File: src/rtl/bcd_disp_pkg.sv
// Shared types and constants for the seven-segment result display controller.
package bcd_disp_pkg;
  typedef enum logic [1:0] {IDLE, SHIFT, COMMIT} state_t;

  localparam logic [3:0] CODE_O     = 4'h0;
  localparam logic [3:0] CODE_F     = 4'hF;
  localparam logic [3:0] CODE_BLANK = 4'hD;
  localparam int         BCD_MAX    = 9999;
  localparam int         SCAN_DIV_DEFAULT = 50000;
endpackage

File: src/rtl/bcd_add3_shift.sv
// One double-dabble step: add 3 to every nibble >= 5, then shift left taking in one bit.
module bcd_add3_shift
  import bcd_disp_pkg::*;
#(
  parameter int NIBS = 5
) (
  input  logic [4*NIBS-1:0] i_scratch,
  input  logic              i_bit,
  output logic [4*NIBS-1:0] o_scratch
);
  logic [4*NIBS-1:0] w_adj;

  always_comb begin
    w_adj = i_scratch;
    for (int n = 0; n < NIBS; n++) begin
      if (i_scratch[4*n +: 4] >= 4'd5)
        w_adj[4*n +: 4] = i_scratch[4*n +: 4] + 4'd3;
    end
    o_scratch = {w_adj[4*NIBS-2:0], i_bit};
  end
endmodule

File: src/rtl/bcd_display_ctrl.sv
// Binary-to-BCD conversion with a double-buffered display register and a
// time-multiplexed digit/anode scan feeding the segment decoder.
module bcd_display_ctrl
  import bcd_disp_pkg::*;
#(
  parameter int WIDTH    = 16,
  parameter int DIGITS   = 4,
  parameter int SCAN_DIV = SCAN_DIV_DEFAULT
) (
  input  logic              clk,
  input  logic              rst_n,
  input  logic              load,
  input  logic [WIDTH-1:0]  value,
  input  logic              err,
  output logic              busy,
  output logic              done,
  output logic              ovf,
  output logic [DIGITS-1:0] an,
  output logic [3:0]        bcd,
  output logic              dp
);
  // One spare nibble so 5-digit values convert correctly before truncation.
  localparam int NIBS  = DIGITS + 1;
  localparam int CNT_W = $clog2(WIDTH);
  localparam int DIV_W = $clog2(SCAN_DIV);
  localparam int IDX_W = $clog2(DIGITS);

  state_t              r_state;
  logic [WIDTH-1:0]    r_shift;
  logic [4*NIBS-1:0]   r_scr;
  logic [CNT_W-1:0]    r_cnt;
  logic                r_ovf_pend;
  logic [4*DIGITS-1:0] r_disp;
  logic                r_busy;
  logic                r_done;
  logic                r_ovf;
  logic [DIV_W-1:0]    r_div;
  logic [IDX_W-1:0]    r_idx;
  logic [DIGITS-1:0]   r_an;
  logic [3:0]          r_bcd;
  logic [4*NIBS-1:0]   w_scr_nxt;
  logic [IDX_W-1:0]    w_idx_nxt;

  bcd_add3_shift #(.NIBS(NIBS)) u_step (
    .i_scratch (r_scr),
    .i_bit     (r_shift[WIDTH-1]),
    .o_scratch (w_scr_nxt)
  );

  always_ff @(posedge clk or negedge rst_n) begin
    if (!rst_n) begin
      r_state    <= IDLE;
      r_shift    <= '0;
      r_scr      <= '0;
      r_cnt      <= '0;
      r_ovf_pend <= 1'b0;
      r_disp     <= '0;
      r_busy     <= 1'b0;
      r_done     <= 1'b0;
      r_ovf      <= 1'b0;
    end else begin
      r_done <= 1'b0;
      case (r_state)
        IDLE: begin
          if (load) begin
            r_shift    <= value;
            r_scr      <= '0;
            r_cnt      <= '0;
            r_ovf_pend <= (32'(value) > 32'(BCD_MAX));
            r_busy     <= 1'b1;
            r_state    <= SHIFT;
          end
        end
        SHIFT: begin
          r_scr   <= w_scr_nxt;
          r_shift <= {r_shift[WIDTH-2:0], 1'b0};
          r_cnt   <= r_cnt + 1'b1;
          if (r_cnt == CNT_W'(WIDTH-1))
            r_state <= COMMIT;
        end
        COMMIT: begin
          r_disp  <= r_scr[4*DIGITS-1:0];
          r_ovf   <= r_ovf_pend;
          r_done  <= 1'b1;
          r_busy  <= 1'b0;
          r_state <= IDLE;
        end
        default: r_state <= IDLE;
      endcase
    end
  end

  function automatic logic [3:0] sel_code(input logic [IDX_W-1:0]    idx,
                                          input logic [4*DIGITS-1:0] disp,
                                          input logic                off);
    if (!off)
      return disp[4*int'(idx) +: 4];
    case (int'(idx))
      3:       return CODE_O;
      2:       return CODE_F;
      1:       return CODE_F;
      default: return CODE_BLANK;
    endcase
  endfunction

  assign w_idx_nxt = (r_idx == IDX_W'(DIGITS-1)) ? '0 : r_idx + 1'b1;

  // Scan runs freely; digit content is sampled only when the index moves.
  always_ff @(posedge clk or negedge rst_n) begin
    if (!rst_n) begin
      r_div <= '0;
      r_idx <= '0;
      r_an  <= ~DIGITS'(1);
      r_bcd <= 4'h0;
    end else if (r_div == DIV_W'(SCAN_DIV-1)) begin
      r_div <= '0;
      r_idx <= w_idx_nxt;
      r_an  <= ~(DIGITS'(1) << w_idx_nxt);
      r_bcd <= sel_code(w_idx_nxt, r_disp, err | r_ovf);
    end else begin
      r_div <= r_div + 1'b1;
    end
  end

  assign busy = r_busy;
  assign done = r_done;
  assign ovf  = r_ovf;
  assign an   = r_an;
  assign bcd  = r_bcd;
  assign dp   = 1'b1;
endmodule
File: config.mk
export PLATFORM = sky130hd
export DESIGN_NAME = bcd_display_ctrl
export DESIGN_NICKNAME = d
export VERILOG_FILES = /design/src/rtl/bcd_disp_pkg.sv /design/src/rtl/bcd_add3_shift.sv /design/src/rtl/bcd_display_ctrl.sv
export SDC_FILE = /design/constraint.sdc
export NUM_CORES = 1
export LEC_CHECK = 0
export BUFFER_PORTS_ARGS = -buffer_cell sky130_fd_sc_hd__buf_2
export CORE_ASPECT_RATIO = 0.6
export CORE_UTILIZATION = 30
export DETAILED_ROUTE_END_ITERATION = 8
export SLEW_MARGIN = 40
export SYNTH_ARGS = -nofsm -noshare
export SYNTH_HDL_FRONTEND = slang
export SYNTH_SLANG_ARGS = --single-unit
File: constraint.sdc
create_clock -name clk -period 4 [get_ports clk]
set_input_delay 0.8 -clock clk [delete_from_list [all_inputs] [get_ports clk]]
set_output_delay 0.8 -clock clk [all_outputs]
set_load 0.01 [all_outputs]
Word level (Yosys, flattened, before mapping). Index checks and enable logic that the tools add are counted.

Shifts and indexed selects: 2. Mux-type cells: 24. Multipliers: 0. Div/mod/pow operators: 0. Equality and inequality tests: 10. $lt $le $gt $ge: 6. Reduce and logical (&&, ||, !) cells: 8. $add $sub $neg: 8. Bitwise operators: 2.

Operators by type and width (count): 20-bit one-hot mux with 2 select lines (1); 16-bit 2-to-1 mux (2); 16-bit one-hot mux with 2 select lines (1); 4-bit 2-to-1 mux (7); 4-bit by 3-bit greater-or-equal comparator with 1-bit output (second input constant) (5); 20-bit 2-to-1 mux (1); 16-bit by 1-bit adder with 16-bit output (second input constant) (1); 4-bit by 2-bit adder with 4-bit output (second input constant) (4); 16-bit equality test (second input constant) (1); 16-bit by 14-bit > comparator with 1-bit output (second input constant) (1); 4-bit one-hot mux with 2 select lines (2); 16-bit by 5-bit indexed part select with 4-bit output (1); 2-bit equality test (second input constant) (4); 2-bit AND reduction (4); 2-bit 2-to-1 mux (3); 4-bit by 1-bit adder with 4-bit output (second input constant) (1); 2-bit by 1-bit equality test with 1-bit output (second input constant) (2); 4-bit equality test (second input constant) (1); 1-bit 2-to-1 mux (4); 2-bit != test (second input constant) (2); 4-bit inverter (1); 2-bit one-hot mux with 2 select lines (1); 2-bit nonzero test (2); 1-bit by 2-bit << shifter with 4-bit output (first input constant) (1); other kinds (7) (7).

Latch bits: 0. ROM bits: 0. Memories kept: 0. Output and inout port bits: 12. Input bits: 20. Bits in registers: 88. RAM bits: 0.

Depth between registers and ports, before layout. Gate-level depths: netlist of the first run.

Word-level depth: 6. Mapped depth: 7. Mapped depth without buffers: 6.

Modules after synthesis. Synthesis of the first run repeated with hierarchy kept, for this count alone.

Cell total of the unflattened synthesis: 443. Area total of the unflattened synthesis: 4342.9 sq um.

Modules (own cells, without submodules): bcd_display_ctrl (cells an instance 366, area an instance 3848.7 sq um, instances 1); bcd_add3_shift (cells an instance 77, area an instance 494.2 sq um, instances 1).

Least setup slack after synthesis of the first run. Ideal clock, no wire load.

Kind: flip-flop to flip-flop. From: reg r_idx[0]. To: reg r_bcd[1] (netlist: bcd[1]). Path buffers: 1. Path slack: 2.250 ns. Clock period less this slack: 1.750 ns. Data arrival time: 1.622 ns. Required time: 3.872 ns. Stages on the path, launching flop included: 8. Path through: dfrtp_1 -> inv_1 -> ha_1 -> buf_2 -> o21ai_0 -> or3b_2 -> mux2i_1 -> a31oi_1.

Longest elaborated chain between the ends: 6. Elaborated cells on any way between the ends: 11.

RTL lines: start: declaration (RTL line bcd_display_ctrl.sv:38) `logic [IDX_W-1:0] r_idx;`; start signal: assignment (RTL line bcd_display_ctrl.sv:117) `r_idx <= w_idx_nxt;`; 2-bit by 1-bit adder with 2-bit output or 2-bit equality test (tied branches) (RTL line bcd_display_ctrl.sv:106) `assign w_idx_nxt = (r_idx == IDX_W'(DIGITS-1)) ? '0 : r_idx + 1'b1;`; 2-bit 2-to-1 mux * (RTL line bcd_display_ctrl.sv:106); named net w_idx_nxt[1] (RTL line bcd_display_ctrl.sv:42) `logic [IDX_W-1:0] w_idx_nxt;`; parallel branches: the longest is 3 deep, another holds 16-bit by 5-bit indexed part select with 4-bit output; 4-bit 2-to-1 mux * (RTL line bcd_display_ctrl.sv:98) `case (int'(idx))`; end signal: assignment (RTL line bcd_display_ctrl.sv:119) `r_bcd <= sel_code(w_idx_nxt, r_disp, err | r_ovf);`; end: declaration (RTL line bcd_display_ctrl.sv:40) `logic [3:0] r_bcd;`.

Mark *: on every way through the listed nets, which the timed path passes. The select of a mux whose other input is x is not followed. A chain may end at the register's enable or synchronous reset.

Worst setup path after layout of the first run.
From: reg r_state[0]. To: reg r_shift[12].

Longest elaborated chain between the ends: 3. Elaborated cells on any way between the ends: 6.

RTL lines: start: declaration (RTL line bcd_display_ctrl.sv:28) `state_t r_state;`; start signal: assignment (RTL line bcd_display_ctrl.sv:52) `r_state <= IDLE;`; start signal: assignment (RTL line bcd_display_ctrl.sv:71) `r_state <= SHIFT;`; start signal: assignment (RTL line bcd_display_ctrl.sv:79) `r_state <= COMMIT;`; 2-bit by 1-bit equality test with 1-bit output or 2-bit zero test (tied branches) (RTL line bcd_display_ctrl.sv:63) `case (r_state)`; 2-bit nonzero test (no line) or 2-bit != test (tied branches); 2-bit AND reduction (no line); end signal: assignment (RTL line bcd_display_ctrl.sv:66) `r_shift <= value;`; end signal: assignment (RTL line bcd_display_ctrl.sv:76) `r_shift <= {r_shift[WIDTH-2:0], 1'b0};`; end: declaration (RTL line bcd_display_ctrl.sv:29) `logic [WIDTH-1:0] r_shift;`.

Parallel ways exist; a longest one is shown, timed or not.

==> flow_summary.yaml, run 1 <==
status:
  status: "complete, no violations"
clocking:
  cts.sink_count: 84
  insertion_delay_ns: 0.33
  tritoncts: "built"
  clock-root-buffer: "clkbuf_16"
  cts_hold_buf: 0
  clkTransAtPathRegs_ns: 0.06
  cts_inserted_buffers: 9
  cts_setup_buffers: 0
  cts.htree.levels: 3
  cts_resized: 0
  clk_path_buf_depth: 2
yosys:
  yosysSeqAreaShare_pct: 51.3
  synth_area_um2: 4100
  synth.distinct_cells: 39
  async_flop_share_pct: 100
  syn_inst: 391
  synth-edff-count: 0
  ys_ff_latch: 84
  synth.avg_cell_area_um2: 10.5
  yosysWarnings: 0
  syn_nets: 426
  synth_ff_type: "dfrtp_1"
sta:
  hold_violations: 0
  min_period_over_period_pct: 55.3
  rsz0062_at_grt: "false"
  fin_worst_skew_ns: 0.00826
  max_freq_mhz: 452
  setup_viol: 0
  period_needed_ns: 2.21
  tns_ns: 0
  relSlewSlack_pct: 47.8
  tightest_slew_ns: 0.783
  slew_violations: 0
cells_and_area:
  diodes: 0
  nets: 451
  fill_cells: 1283
  areaGrowthSynthToFinish_pct: 15.9
  layout.area.seq_um2: 2110
  multiInputGateArea_um2: 1860
  drive_gt1_share_pct: 19.0
setup_path:
  criticalPathCategory: "flop to flop"
  crit_chain: "inv_1 > nor2_2 > buf_4 > a22oi_1 > o21ai_0"
  slowest_stage: "dfrtp_1"
  arrival_ns: 2.45
  critPathMaxStageDelay_ns: 0.81
  path_max_fanout: 21
  reg2reg_to: "r_shift[12]$_DFFE_PN0P_"
  critical_path.reg2reg.startpoint: "r_state[0]$_DFFE_PN0P_"
  critPathLaunchType: "flop"
  setup.worst_path.end_class: "flop"
  r2r_cells: 5
  cp.required_ns: 4.24
  reg2reg_setup_slack_ns: 1.79
job:
  maxCapViolations: 0
routing:
  drt-total-wl_um: 8460
  drtPass1Iterations: 5
  post_drt_via_cell_ratio: 4.96
  drc: 0
  initialDrtViolationCount: 162
  ant_nets: 0
  wl_per_cell_um: 14.3
  vias: 2931
die:
  num_io_pins: 32
  row_count: 32
  initial_core_util_pct: 31.3
  coreArea_um2: 13100
  die_y_um: 92.6
  die_area_um2: 14200
  die_w_um: 153
power_and_ir_drop:
  ir_drop_mv: 0.239
  p_per_area_nw_per_um2: 636
  p_total_mw: 3.03
  p_leak_nw: 2.10
global_route:
  grt_max_degree: 85
  track_usage_pct: 13.3
  grt_pass1_vias: 2965
  antenna_found_initial: 0
  overflow: 0
  grt_pass1_wl_um: 15000
hold_path:
  hold_path_startpoint: "an[1]$_DFFE_PN1N_"
  hold_end: "an[1]$_DFFE_PN1N_"
  holdPathStages: 2
  min_path_type: "flop to flop"
placement:
  gp_congestion: 0.799
  port_buffers: 30
  hpwl_um: 5750
-- layout by cell type (no fill, tap or decap), types with 2 or more instances in the layout --
cell type	count
buf_4	2
o31ai_1	3
nor4_1	5
bufinv_16	3
mux2_2	20
nor3_1	10
nand4_1	5
ha_1	15
clkbuf_8	3
a22oi_1	15
nor2b_1	16
mux2i_1	3
nor4b_2	2
xnor2_1	12
nand3_1	12
dfrtp_1	81
nor2_1	21
clkbuf_16	9
a22o_1	3
and4_1	2
dfstp_2	3
xor2_1	9
nand2_1	30
inv_1	14
nor2_2	2
mux4_2	3
a21oi_1	26
o21ai_0	42
nand2b_1	5
buf_2	29
a31oi_1	3
-- Yosys cell counts (all sizes together) (5+ instances only) --
cell     n  area, µm²
mux2    20        225
nand4    5       31.3
o21ai   42        210
nand2   30        113
nor3    10       50.1
xnor2   12        105
xor2     9       78.8
nand2b   5       31.3
dfrtp   81       2030
buf     13       80.1
nor4     5       31.3
nand3   12       60.1
clkbuf   5       18.8
nor2b   18        113
ha      15        188
a22oi   15        113
nor2    23       88.8
a21oi   26        130
inv     14       52.6
-- registers in the layout (all words and copies together) (netlist names) --
register,flops
r_disp,16
r_div,16
r_scr,16
r_shift,16
an,4
bcd,4
r_cnt,4
r_idx,2
r_state,2
busy,1
done,1
ovf,1
r_ovf_pend,1
-- report_power, final --
group          internal [mW]  switching, mW  leakage [nW]  total [mW]
clock                  0.643          0.313         0.173       0.956
combinational          0.368          0.407         0.842       0.776
sequential              1.07          0.223          1.09        1.29
-- worst max-delay path, delay by kind of cell, from the launching register on --
family | cells | cell delay (ns)
DFF | 1 | 0.81
buffers and inverters | 2 | 0.58
and+or+nand+nor | 1 | 0.51
AOI/OAI and AO/OA | 2 | 0.22
-- cell type report --
class                   count  area share (%)
well taps                 170            4.47
flip-flops and latches     84            44.3
clock inverters             4            2.00
inverters                  14            1.10
multi-input cells         275            39.1
clock buffers              12            5.39
repair buffers             32            3.66
-- how the worst max path moves through the flow --
stage	from	to	cells past startpoint
6_report	r_state[0]$_DFFE_PN0P_	r_shift[12]$_DFFE_PN0P_	5
5_1_grt	r_state[0]$_DFFE_PN0P_	r_shift[12]$_DFFE_PN0P_	5
4_1_cts	r_state[0]$_DFFE_PN0P_	r_shift[12]$_DFFE_PN0P_	5
3_5_place_dp	r_state[0]$_DFFE_PN0P_	r_shift[12]$_DFFE_PN0P_	5
3_3_place_gp	load	r_shift[3]$_DFFE_PN0P_	4
2_1_floorplan	r_idx[0]$_DFFE_PN0N_	bcd[1]$_DFFE_PN0N_	7
-- cell families (layout without fill, tap and decap cells) --
kind of cell             count (synthesis)  after routing  synth area share [%]
AO/OA/AOI/OAI                           95             95                  13.3
other                                    1              1                0.0914
multiplexers                            26             26                  7.87
AND/OR/NAND/NOR                        117            117                  14.7
flip-flops                              84             84                  51.3
adder cells (fa/ha/maj)                 15             15                  4.57
buffers and inverters                   32             62                  3.69
XOR/XNOR                                21             21                  4.48
-- metal layers --
| metal | track usage, % | share of wire [%] | vias to the layer above |
|---|---|---|---|
| li1 | - | - | 1429 |
| met1 | 19.5 | 55 | 1450 |
| met2 | 19.1 | 42 | 45 |
| met3 | 3.51 | 2.9 | 7 |
| met4 | 4.04 | 0.91 | 0 |
| met5 | 0 | 0 | - |
-- stage by stage --
stage | setup WS, ns | utilization (%) | hold WS (ns) | instances | cell area, µm²
after floorplan | 2.25 | - | 0.450 | 391 | 4100
after global placement | 1.50 | 33.5 | 0.477 | 575 | 4390
after detailed placement | 1.55 | 33.6 | 0.485 | 575 | 4400
after CTS | 1.55 | 36.3 | 0.493 | 591 | 4750
after global routing | 1.61 | 36.3 | 0.512 | 591 | 4760
final | 1.79 | 36.3 | 0.485 | 591 | 4760
No activity file was read; power rests on OpenSTA's default activity.
==> inputs of run 2 (changes only) <==
Settings changed: ABC_AREA set to 1.
Clock period 4 ns to 2.3 ns, I/O delays scaled along.
==> flow_summary.yaml, run 2 <==
status:
  status: "complete, no violations"
sta:
  min_period_over_period_pct: 69.4
  period_needed_ns: 1.60
  fin_worst_skew_ns: 0.00741
  slew_violations: 0
  relSlewSlack_pct: 63.0
  setup_viol: 0
  max_freq_mhz: 627
  hold_violations: 0
  whs_ns: 0.0823
  rsz0062_at_grt: "false"
  tightest_slew_ns: 0.554
  tns_ns: 0
clocking:
  cts.sink_count: 84
  cts_setup_buffers: 0
  insertion_delay_ns: 0.34
  cts_resized: 0
  cts_hold_buf: 0
  tritoncts: "built"
  clkTransAtPathRegs_ns: 0.06
  cts.htree.levels: 3
  cts_inserted_buffers: 9
  clock-root-buffer: "clkbuf_16"
  clk_path_buf_depth: 2
routing:
  ant_nets: 0
  post_drt_via_cell_ratio: 4.62
  wl_met2_um: 3570
  drc: 0
  initialDrtViolationCount: 209
  highest_layer: "met4"
  wl_per_cell_um: 12.4
  routed-wl-met3_um: 408
  wl_met1_um: 4850
  vias: 3329
  drt-total-wl_um: 8910
  drtPass1Iterations: 4
setup_path:
  arrival_ns: 1.81
  r2r_cells: 7
  reg2reg_to: "bcd[0]$_DFFE_PN0N_"
  criticalPathCategory: "flop to flop"
  setup.worst_path.end_class: "flop"
  slowest_stage: "dfrtp_1"
  reg2reg_setup_slack_ns: 0.70
  critPathMaxStageDelay_ns: 0.44
  critPathLaunchType: "flop"
  cp.required_ns: 2.51
  path_max_fanout: 8
  critical_path.reg2reg.startpoint: "r_idx[0]$_DFFE_PN0N_"
  crit_top_cell: "nand2_1"
  crit_chain: "ha_1 > nor2_1 > nand2_1 > nand3_1 > nand2_1 > nand2_1 > a21oi_1"
cells_and_area:
  diodes: 0
  layout_common_cells: "nand2_1, dfrtp_1, inv_1"
  drive_gt1_share_pct: 11.6
  layout_commonest_cell: "nand2_1"
  areaGrowthSynthToFinish_pct: 14.7
  nets: 580
global_route:
  grt_max_degree: 51
  grt_pass1_vias: 3237
  overflow: 0
  grt_pass1_wl_um: 15300
  antenna_found_initial: 0
  track_usage_pct: 13.7
yosys:
  async_flop_share_pct: 100
  yosysMostFrequentCell: "nand2_1"
  syn_inst: 513
  synth-edff-count: 0
  netlist.area_leader.share_pct: 48.8
  synth_area_um2: 4150
  ys_top_cells_by_count: "nand2_1, dfrtp_1, inv_1, nor2_1, o21ai_0"
  synth_top_area_cell: "dfrtp_1"
  syn_nets: 548
  yosysSeqAreaShare_pct: 50.7
  yosys-top-cells-area: "dfrtp_1, nand2_1, inv_1"
  ys_ff_latch: 84
  synth_ff_type: "dfrtp_1"
  synth.distinct_cells: 27
  synth.avg_cell_area_um2: 8.10
  yosysWarnings: 0
die:
  die_w_um: 154
  die_y_um: 93.2
  initial_core_util_pct: 31.5
  coreArea_um2: 13200
  die_area_um2: 14300
  row_count: 32
  num_io_pins: 32
placement:
  hpwl_um: 6490
  gp_congestion: 0.816
  port_buffers: 30
power_and_ir_drop:
  ir_drop_mv: 0.391
  p_leak_nw: 2.39
  p_per_area_nw_per_um2: 1060
job:
  maxCapViolations: 0
hold_path:
  min_path_type: "input port to asynchronous set/reset pin"
==> run 2: changes by cell type after synthesis, moves of 6 or more <==
cell,change
nand2_1,+104
inv_1,+62
nor2_1,+26
mux2_2,-20
nor2b_1,-18
nand3_1,+16
a21oi_1,-15
xnor2_1,-12
a22oi_1,-11
o21ai_1,+8
o22ai_1,+6
==> run 2: worst max path at each step <==
stage                     depth (start not counted)                      end  slack [ns]                 start
final                                             7       bcd[0]$_DFFE_PN0N_        0.70  r_idx[0]$_DFFE_PN0N_
after global routing                              7       bcd[2]$_DFFE_PN0N_        0.56  r_idx[0]$_DFFE_PN0N_
after CTS                                         7       bcd[0]$_DFFE_PN0N_        0.69  r_idx[0]$_DFFE_PN0N_
after detailed placement                          5   r_shift[6]$_DFFE_PN0P_        0.66                  load
after global placement                            5  r_shift[13]$_DFFE_PN0P_        0.71                  load
after floorplan                                   8       bcd[1]$_DFFE_PN0N_        0.92  r_idx[0]$_DFFE_PN0N_
==> run 2: power by group <==
group          total, mW  internal (mW)  switching (mW)  leakage [nW]
registers           2.15           1.90           0.253          1.02
clock network       1.34          0.788           0.553         0.137
logic               1.56          0.579           0.977          1.23
total               5.05           3.26            1.78          2.39
==> run 2: layout make-up <==
type,instances,area [µm²]
clock inverters,2,10.0
repair buffers,34,195
inverters,82,309
flip-flops and latches,84,2110
multi-input cells,334,1670
clock buffers,14,264
well taps,170,213
fillers,1355,8410
==> run 2: logic make-up after synthesis <==
group / count (synthesis) / share of synthesized area, %
and+or+nand+nor: 225 / 22.2
buffers and inverters: 95 / 9.13
DFF: 84 / 50.7
AOI/OAI and AO/OA: 83 / 11.3
adders and majority gates: 15 / 4.52
xor gates and xnor gates: 10 / 2.11
other: 1 / 0.0903
==> run 2: routing by layer <==
metal | track usage, % | up-vias
met5 | 0 | -
met2 | 19.5 | 75
met1 | 19.9 | 1564
met4 | 4.25 | 0
met3 | 3.89 | 7
li1 | - | 1683
==> run 2: per-stage QoR <==
step | total power, mW | utilization, % | cells | setup slack [ns] | cell area, µm²
2_1_floorplan | 3.30 | - | 513 | 0.920 | 4150
3_3_place_gp | 3.64 | 34.1 | 704 | 0.710 | 4490
3_5_place_dp | 3.72 | 34.1 | 704 | 0.659 | 4490
4_1_cts | 5.10 | 36.2 | 720 | 0.688 | 4770
5_1_grt | 5.46 | 36.2 | 720 | 0.556 | 4770
6_report | 5.05 | 36.2 | 720 | 0.705 | 4770
==> run 2: worst max-delay path: cells and delay by family, from the launching register on <==
family | cells | cell delay, ns
adders and majority gates | 1 | 0.23
AOI/OAI and AO/OA | 1 | 0.06
DFF | 1 | 0.44
and+or+nand+nor | 5 | 0.75
